## src/rtl/pic_pkg.sv

```systemverilog
// -----------------------------------------------------------------------------
// pic_pkg
// Shared definitions for the PIC interrupt acknowledge path.
//   state_t / STATE_*        : acknowledge sequencer FSM encoding
//   DEFAULT_SPURIOUS_LEVEL   : level reported in the vector when nothing was
//                              pending at the first INTA pulse
//   highest_priority_level() : index of the lowest set bit (IR0 = highest)
//   level_to_onehot()        : 3-bit level to 8-bit one-hot
// -----------------------------------------------------------------------------
package pic_pkg;

   typedef logic [1:0] state_t;

   localparam state_t STATE_IDLE  = 2'd0;
   localparam state_t STATE_ACK1  = 2'd1;
   localparam state_t STATE_WAIT2 = 2'd2;
   localparam state_t STATE_ACK2  = 2'd3;

   localparam logic [2:0] DEFAULT_SPURIOUS_LEVEL = 3'd7;

   // Fixed priority: bit 0 wins. Returns 0 when no bit is set, so callers
   // must qualify the result with a separate "any bit set" test.
   function automatic logic [2:0] highest_priority_level(input logic [7:0] bits);
      logic [2:0] level;
      level = 3'd0;
      for (int i = 7; i >= 0; i--) begin
         if (bits[i]) level = 3'(i);
      end
      return level;
   endfunction

   function automatic logic [7:0] level_to_onehot(input logic [2:0] level);
      return 8'b0000_0001 << level;
   endfunction

endpackage

```

## src/rtl/priority_resolver.sv

```systemverilog
// -----------------------------------------------------------------------------
// priority_resolver
// Combinational fully nested priority resolution.
//   request               in  8  interrupt request register (bit0 = IR0)
//   mask                  in  8  1 = masked
//   in_service_register   in  8  current ISR
//   valid                 out 1  at least one eligible request
//   level                 out 3  highest-priority eligible level (0 if !valid)
// A request is eligible when unmasked and strictly higher priority than the
// highest in-service level.
// -----------------------------------------------------------------------------
module priority_resolver
   import pic_pkg::*;
(
   input  logic [7:0] request,
   input  logic [7:0] mask,
   input  logic [7:0] in_service_register,
   output logic       valid,
   output logic [2:0] level
);

   logic [7:0] allowed;
   logic [7:0] eligible;

   always_comb begin
      allowed = 8'hFF;
      // onehot(n) - 1 leaves exactly the bits of higher priority than level n.
      if (|in_service_register) begin
         allowed = level_to_onehot(highest_priority_level(in_service_register)) - 8'd1;
      end
      eligible = request & ~mask & allowed;
      valid    = |eligible;
      level    = highest_priority_level(eligible);
   end

endmodule

```

## src/rtl/interrupt_acknowledge_sequencer.sv

```systemverilog
// -----------------------------------------------------------------------------
// interrupt_acknowledge_sequencer
// CPU-facing end of the PIC: raises INT, runs the 8086 two-pulse INTA
// sequence and owns the in-service register.
//   clock                              in   system clock
//   write_initial_command_word_1_reset in   synchronous active-high reset
//   interrupt_request_register         in 8 IRR (bit0 = IR0)
//   interrupt_mask                     in 8 OCW1 mask, 1 = masked
//   interrupt_acknowledge_n            in   INTA, active low, synchronised
//   vector_base                        in 5 ICW2 T7..T3
//   auto_eoi_config                    in   clear ISR bit at end of 2nd INTA
//   end_of_interrupt                   in   non-specific EOI pulse
//   specific_end_of_interrupt          in   specific EOI pulse
//   end_of_interrupt_level             in 3 level for specific EOI
//   interrupt_to_cpu                   out  INT
//   freeze                             out  hold IRR during acknowledge
//   clear_interrupt_request            out 8 one-hot one-cycle IRR clear
//   in_service_register                out 8 ISR
//   data_out                           out 8 vector byte
//   data_out_enable                    out  drive data bus
//
// INTA handshake: the CPU marks each acknowledge pulse by a falling edge of
// interrupt_acknowledge_n and ends it by the rising edge. IDLE accepts only a
// fall (pulse 1), ACK1 only a rise, WAIT2 only a fall (pulse 2) and ACK2 only
// a rise; any other edge is ignored. The vector is driven only during pulse 2.
// -----------------------------------------------------------------------------
module interrupt_acknowledge_sequencer
   import pic_pkg::*;
#(
   parameter logic [2:0] SPURIOUS_LEVEL = DEFAULT_SPURIOUS_LEVEL
) (
   input  logic       clock,
   input  logic       write_initial_command_word_1_reset,
   input  logic [7:0] interrupt_request_register,
   input  logic [7:0] interrupt_mask,
   input  logic       interrupt_acknowledge_n,
   input  logic [4:0] vector_base,
   input  logic       auto_eoi_config,
   input  logic       end_of_interrupt,
   input  logic       specific_end_of_interrupt,
   input  logic [2:0] end_of_interrupt_level,
   output logic       interrupt_to_cpu,
   output logic       freeze,
   output logic [7:0] clear_interrupt_request,
   output logic [7:0] in_service_register,
   output logic [7:0] data_out,
   output logic       data_out_enable
);

   state_t     state;
   logic       inta_n_q;
   logic [2:0] level_q;
   logic       spurious_q;

   logic       eligible_valid;
   logic [2:0] eligible_level;
   logic       inta_fall;
   logic       inta_rise;
   logic       first_ack;
   logic       second_end;
   logic [7:0] isr_next;

   priority_resolver u_priority_resolver (
      .request             (interrupt_request_register),
      .mask                (interrupt_mask),
      .in_service_register (in_service_register),
      .valid               (eligible_valid),
      .level               (eligible_level)
   );

   assign inta_fall  = inta_n_q & ~interrupt_acknowledge_n;
   assign inta_rise  = ~inta_n_q & interrupt_acknowledge_n;
   assign first_ack  = (state == STATE_IDLE) && inta_fall;
   assign second_end = (state == STATE_ACK2) && inta_rise;

   // EOI works on the pre-edge ISR; a set from the first INTA is applied last
   // so it wins for its own bit.
   always_comb begin
      isr_next = in_service_register;
      if (specific_end_of_interrupt) begin
         isr_next[end_of_interrupt_level] = 1'b0;
      end else if (end_of_interrupt && (|in_service_register)) begin
         isr_next[highest_priority_level(in_service_register)] = 1'b0;
      end
      if (second_end && auto_eoi_config && !spurious_q) begin
         isr_next[level_q] = 1'b0;
      end
      if (first_ack && eligible_valid) begin
         isr_next[eligible_level] = 1'b1;
      end
   end

   always_ff @(posedge clock) begin
      if (write_initial_command_word_1_reset) begin
         state                   <= STATE_IDLE;
         inta_n_q                <= 1'b1;
         level_q                 <= 3'd0;
         spurious_q              <= 1'b0;
         interrupt_to_cpu        <= 1'b0;
         freeze                  <= 1'b0;
         clear_interrupt_request <= 8'h00;
         in_service_register     <= 8'h00;
         data_out                <= 8'h00;
         data_out_enable         <= 1'b0;
      end else begin
         inta_n_q                <= interrupt_acknowledge_n;
         in_service_register     <= isr_next;
         clear_interrupt_request <= 8'h00;
         // INT follows eligibility only while idle and drops on pulse 1.
         interrupt_to_cpu        <= (state == STATE_IDLE) && !inta_fall && eligible_valid;

         case (state)
            STATE_IDLE: begin
               if (inta_fall) begin
                  state      <= STATE_ACK1;
                  level_q    <= eligible_level;
                  spurious_q <= ~eligible_valid;
                  freeze     <= 1'b1;
                  if (eligible_valid) begin
                     clear_interrupt_request <= level_to_onehot(eligible_level);
                  end
               end
            end
            STATE_ACK1: begin
               if (inta_rise) state <= STATE_WAIT2;
            end
            STATE_WAIT2: begin
               if (inta_fall) begin
                  state           <= STATE_ACK2;
                  data_out        <= {vector_base, spurious_q ? SPURIOUS_LEVEL : level_q};
                  data_out_enable <= 1'b1;
               end
            end
            default: begin
               if (inta_rise) begin
                  state           <= STATE_IDLE;
                  data_out_enable <= 1'b0;
                  freeze          <= 1'b0;
               end
            end
         endcase
      end
   end

endmodule

```

## config.mk

```make
export PLATFORM = sky130hd
export DESIGN_NAME = interrupt_acknowledge_sequencer
export DESIGN_NICKNAME = d
export VERILOG_FILES = /design/src/rtl/pic_pkg.sv /design/src/rtl/priority_resolver.sv /design/src/rtl/interrupt_acknowledge_sequencer.sv
export SDC_FILE = /design/constraint.sdc
export NUM_CORES = 1
export LEC_CHECK = 0
export CORE_ASPECT_RATIO = 0.5
export CORE_MARGIN = 5
export CORE_UTILIZATION = 43
export DETAILED_ROUTE_END_ITERATION = 7
export PLACE_DENSITY = 0.74
export REMOVE_ABC_BUFFERS = 1
export SYNTH_ARGS = -nofsm -noshare
export SYNTH_HDL_FRONTEND = slang
export SYNTH_HIERARCHICAL = 1
export SYNTH_SLANG_ARGS = --single-unit
```

## constraint.sdc

```tcl
create_clock -name clock -period 3.3 [get_ports clock]
set_input_delay 0.99 -clock clock [delete_from_list [all_inputs] [get_ports clock]]
set_output_delay 0.99 -clock clock [all_outputs]
set_load 0.005 [all_outputs]
```

==> run metrics <==
Setup Crit Path Kind in -> reg; clock root cell clkbuf_8; Worst Hold Class reg -> reg; setup ws final 0.171 ns; post-route cell area 2620 sq um; Avg WL per Cell 15.2 um; final hold slack 0.459 ns; H-tree Lvls 2; final wirelength 5210 um; Placeable Area 4320 sq um; unique cell type count in the Yosys netlist 55; Placer Congestion 0.885; worst slew pin tran 0.534 ns; CTS Hold Bufs 0; Net count, final 320; Period minus WS final 3.13 ns; Area growth syn-to-layout 39.4%; Final Max Slew Viols 0; GRT Total Usage 18.0%; Buffers on Ports 56; Mapped Cells 221; vias after detailed routing 1934; dominant cells by area after synthesis dfxtp_1, nand2_1, nor2_1; layout cells sized above 1 10.5%; Inserted Clock Buffers 5; Synth top area share 36.2%; layout filler cell count 392; sequential share of the synthesized area 36.2%; GRT overflow 0; Overall Power 0.00114 W; flops & latches, synth 34; # Post-CTS Setup Buffers 0; worst vdd ir 0.233 mV; crit start category primary input; Final Hold Fails 0; Initial Utilization 43.5%; DRC 0; CTS clk-pin slew, worst paths 0.07 ns; I/O pins 57; DP HPWL 4050 um; number of synthesized flops with an enable pin 0; Required @ worst endpoint 3.50 ns; YS warnings 6; cts repair resizes 0; Skew-Pair Late Insertion Delay 0.28 ns; Slew headroom 64.3%; Tcrit/Tclk final 94.8%; Post-DRT Antenna Nets 0; Lkg Pwr 0.963 nW; largest net degree at the start of global routing 14; maxcap violations 0; top cell type by total area after synthesis dfxtp_1; WP data arrival 3.33 ns; Avg Cell Area, Syn 8.50 sq um; clk sink count 34; PwrDens 434 nW/um^2; CTS tree done; Die ar. 5870 sq um; ys async rst share 0%; final setup violating endpoints 0; # rows 17; placed inst area 2540 sq um; Achievable Freq 320 MHz; RSZ-0062 raised after global routing no; die extent in x 103 um; diode count 0; Post-Syn Area 1880 sq um; Primary FF master, synth dfxtp_1; vias in the first global route 1886; pre-CTS WS -0.0944 ns; crit path capture type flip-flop; clk_skew 0.00368 ns; Iter 0 DRT Violations 99; Die H 56.7 um; Max clock buf depth 2; first-pass GRT wire length 8450 um; status finished clean; router iterations before antenna repair 4; Via density 5.65; initial antenna violation count 0; CP Max Fanout 2
## report_power, final
part           internal [W]  leakage (nW)  total [W]  switching (W)
clock              0.000141        0.0438   0.000285       0.000143
sequential         0.000436         0.276   0.000469      0.0000324
combinational      0.000195         0.643   0.000384       0.000189
## final timing paths
kind | from | end | slack, ns | depth (start not counted)
min | data_out[4]$_SDFFE_PP0P_ | data_out[4]$_SDFFE_PP0P_ | 0.46 | 2
max reg2reg | in_service_register[4]$_SDFF_PP0_ | in_service_register[0]$_SDFF_PP0_ | 0.22 | 10
min reg2reg | data_out[4]$_SDFFE_PP0P_ | data_out[4]$_SDFFE_PP0P_ | 0.46 | 2
max | interrupt_request_register[5] | in_service_register[0]$_SDFF_PP0_ | 0.17 | 8
## synthesized netlist by cell type, drive strengths merged, types with 3 or more instances
library cell,count
nor2,19
a211oi,4
nand3b,4
nand2b,10
inv,11
a21oi,13
o21ai,6
o22ai,5
ha,5
o221ai,3
nor2b,4
nor4b,3
or4,5
nand2,20
o211ai,4
nor3,13
nor3b,4
buf,6
o32ai,3
or3b,3
dfxtp,34
mux2i,3
or2,3
nor4,6
## metrics by stage
step | instances | utilization [%] | TNS (ns)
floorplan | 213 | - | 0
global placement | 335 | 58.8 | -0.0419
detailed placement | 335 | 58.8 | -0.302
CTS | 342 | 60.6 | 0
global route | 342 | 60.6 | 0
finish | 342 | 60.6 | 0
## cells by family after synthesis
| group | Yosys count | synth area share, % |
|---|---|---|
| DFF | 34 | 36.2 |
| AOI/OAI and AO/OA | 51 | 19.5 |
| and+or+nand+nor | 108 | 34.5 |
| buffers and inverters | 19 | 4.20 |
| adders and majority gates | 5 | 3.33 |
| muxes | 4 | 2.20 |
## routing by layer
metal	vias up	GRT usage (%)	part of all wire, %
li1	954	-	-
met1	917	23.8	46
met2	57	29.5	47
met3	6	3.85	7.0
met4	0	4.80	0.85
met5	-	0	0
## registers in the layout (all words and copies together) (netlist names), 2 cells and up
name	cells
state	2
clear_interrupt_request	8
data_out	8
level_q	3
in_service_register	8
## cells in the final DEF (no fill, tap or decap), types with 3 or more instances in the layout
master,netlist,layout
a211oi_1,3,3
a21oi_1,13,13
buf_4,0,9
clkbuf_8,0,5
clkdlybuf4s50_1,0,56
dfxtp_1,34,34
ha_1,5,5
inv_1,11,11
mux2i_1,3,3
nand2_1,20,20
nand2b_1,10,10
nand3b_1,4,4
nor2_1,19,19
nor2b_1,4,4
nor3_1,13,13
nor3b_1,4,4
nor4_1,5,5
o211ai_1,4,4
o21ai_0,6,6
o22ai_1,5,5
o32ai_1,3,3
or4_1,3,3
## worst max-delay path: stages
cell and delay, ns:
clkdlybuf4s50_1 0.47, or3b_2 0.46, a211oi_1 0.25, a211o_1 0.13
o22ai_1 0.08, or2_4 0.26, or4_4 0.48, a211oi_2 0.20
## area by class of cell
type	instances	area (sq um)	share of cell area (%)
clock buffer	5	68.8	2.63
multi-input combinational	168	1120	42.7
inverter	11	41.3	1.58
clock inverter	2	10.0	0.382
timing repair buffer	65	628	24.0
sequential	34	681	26.0
tap	57	71.3	2.72
(Power assumes the default switching activity.)
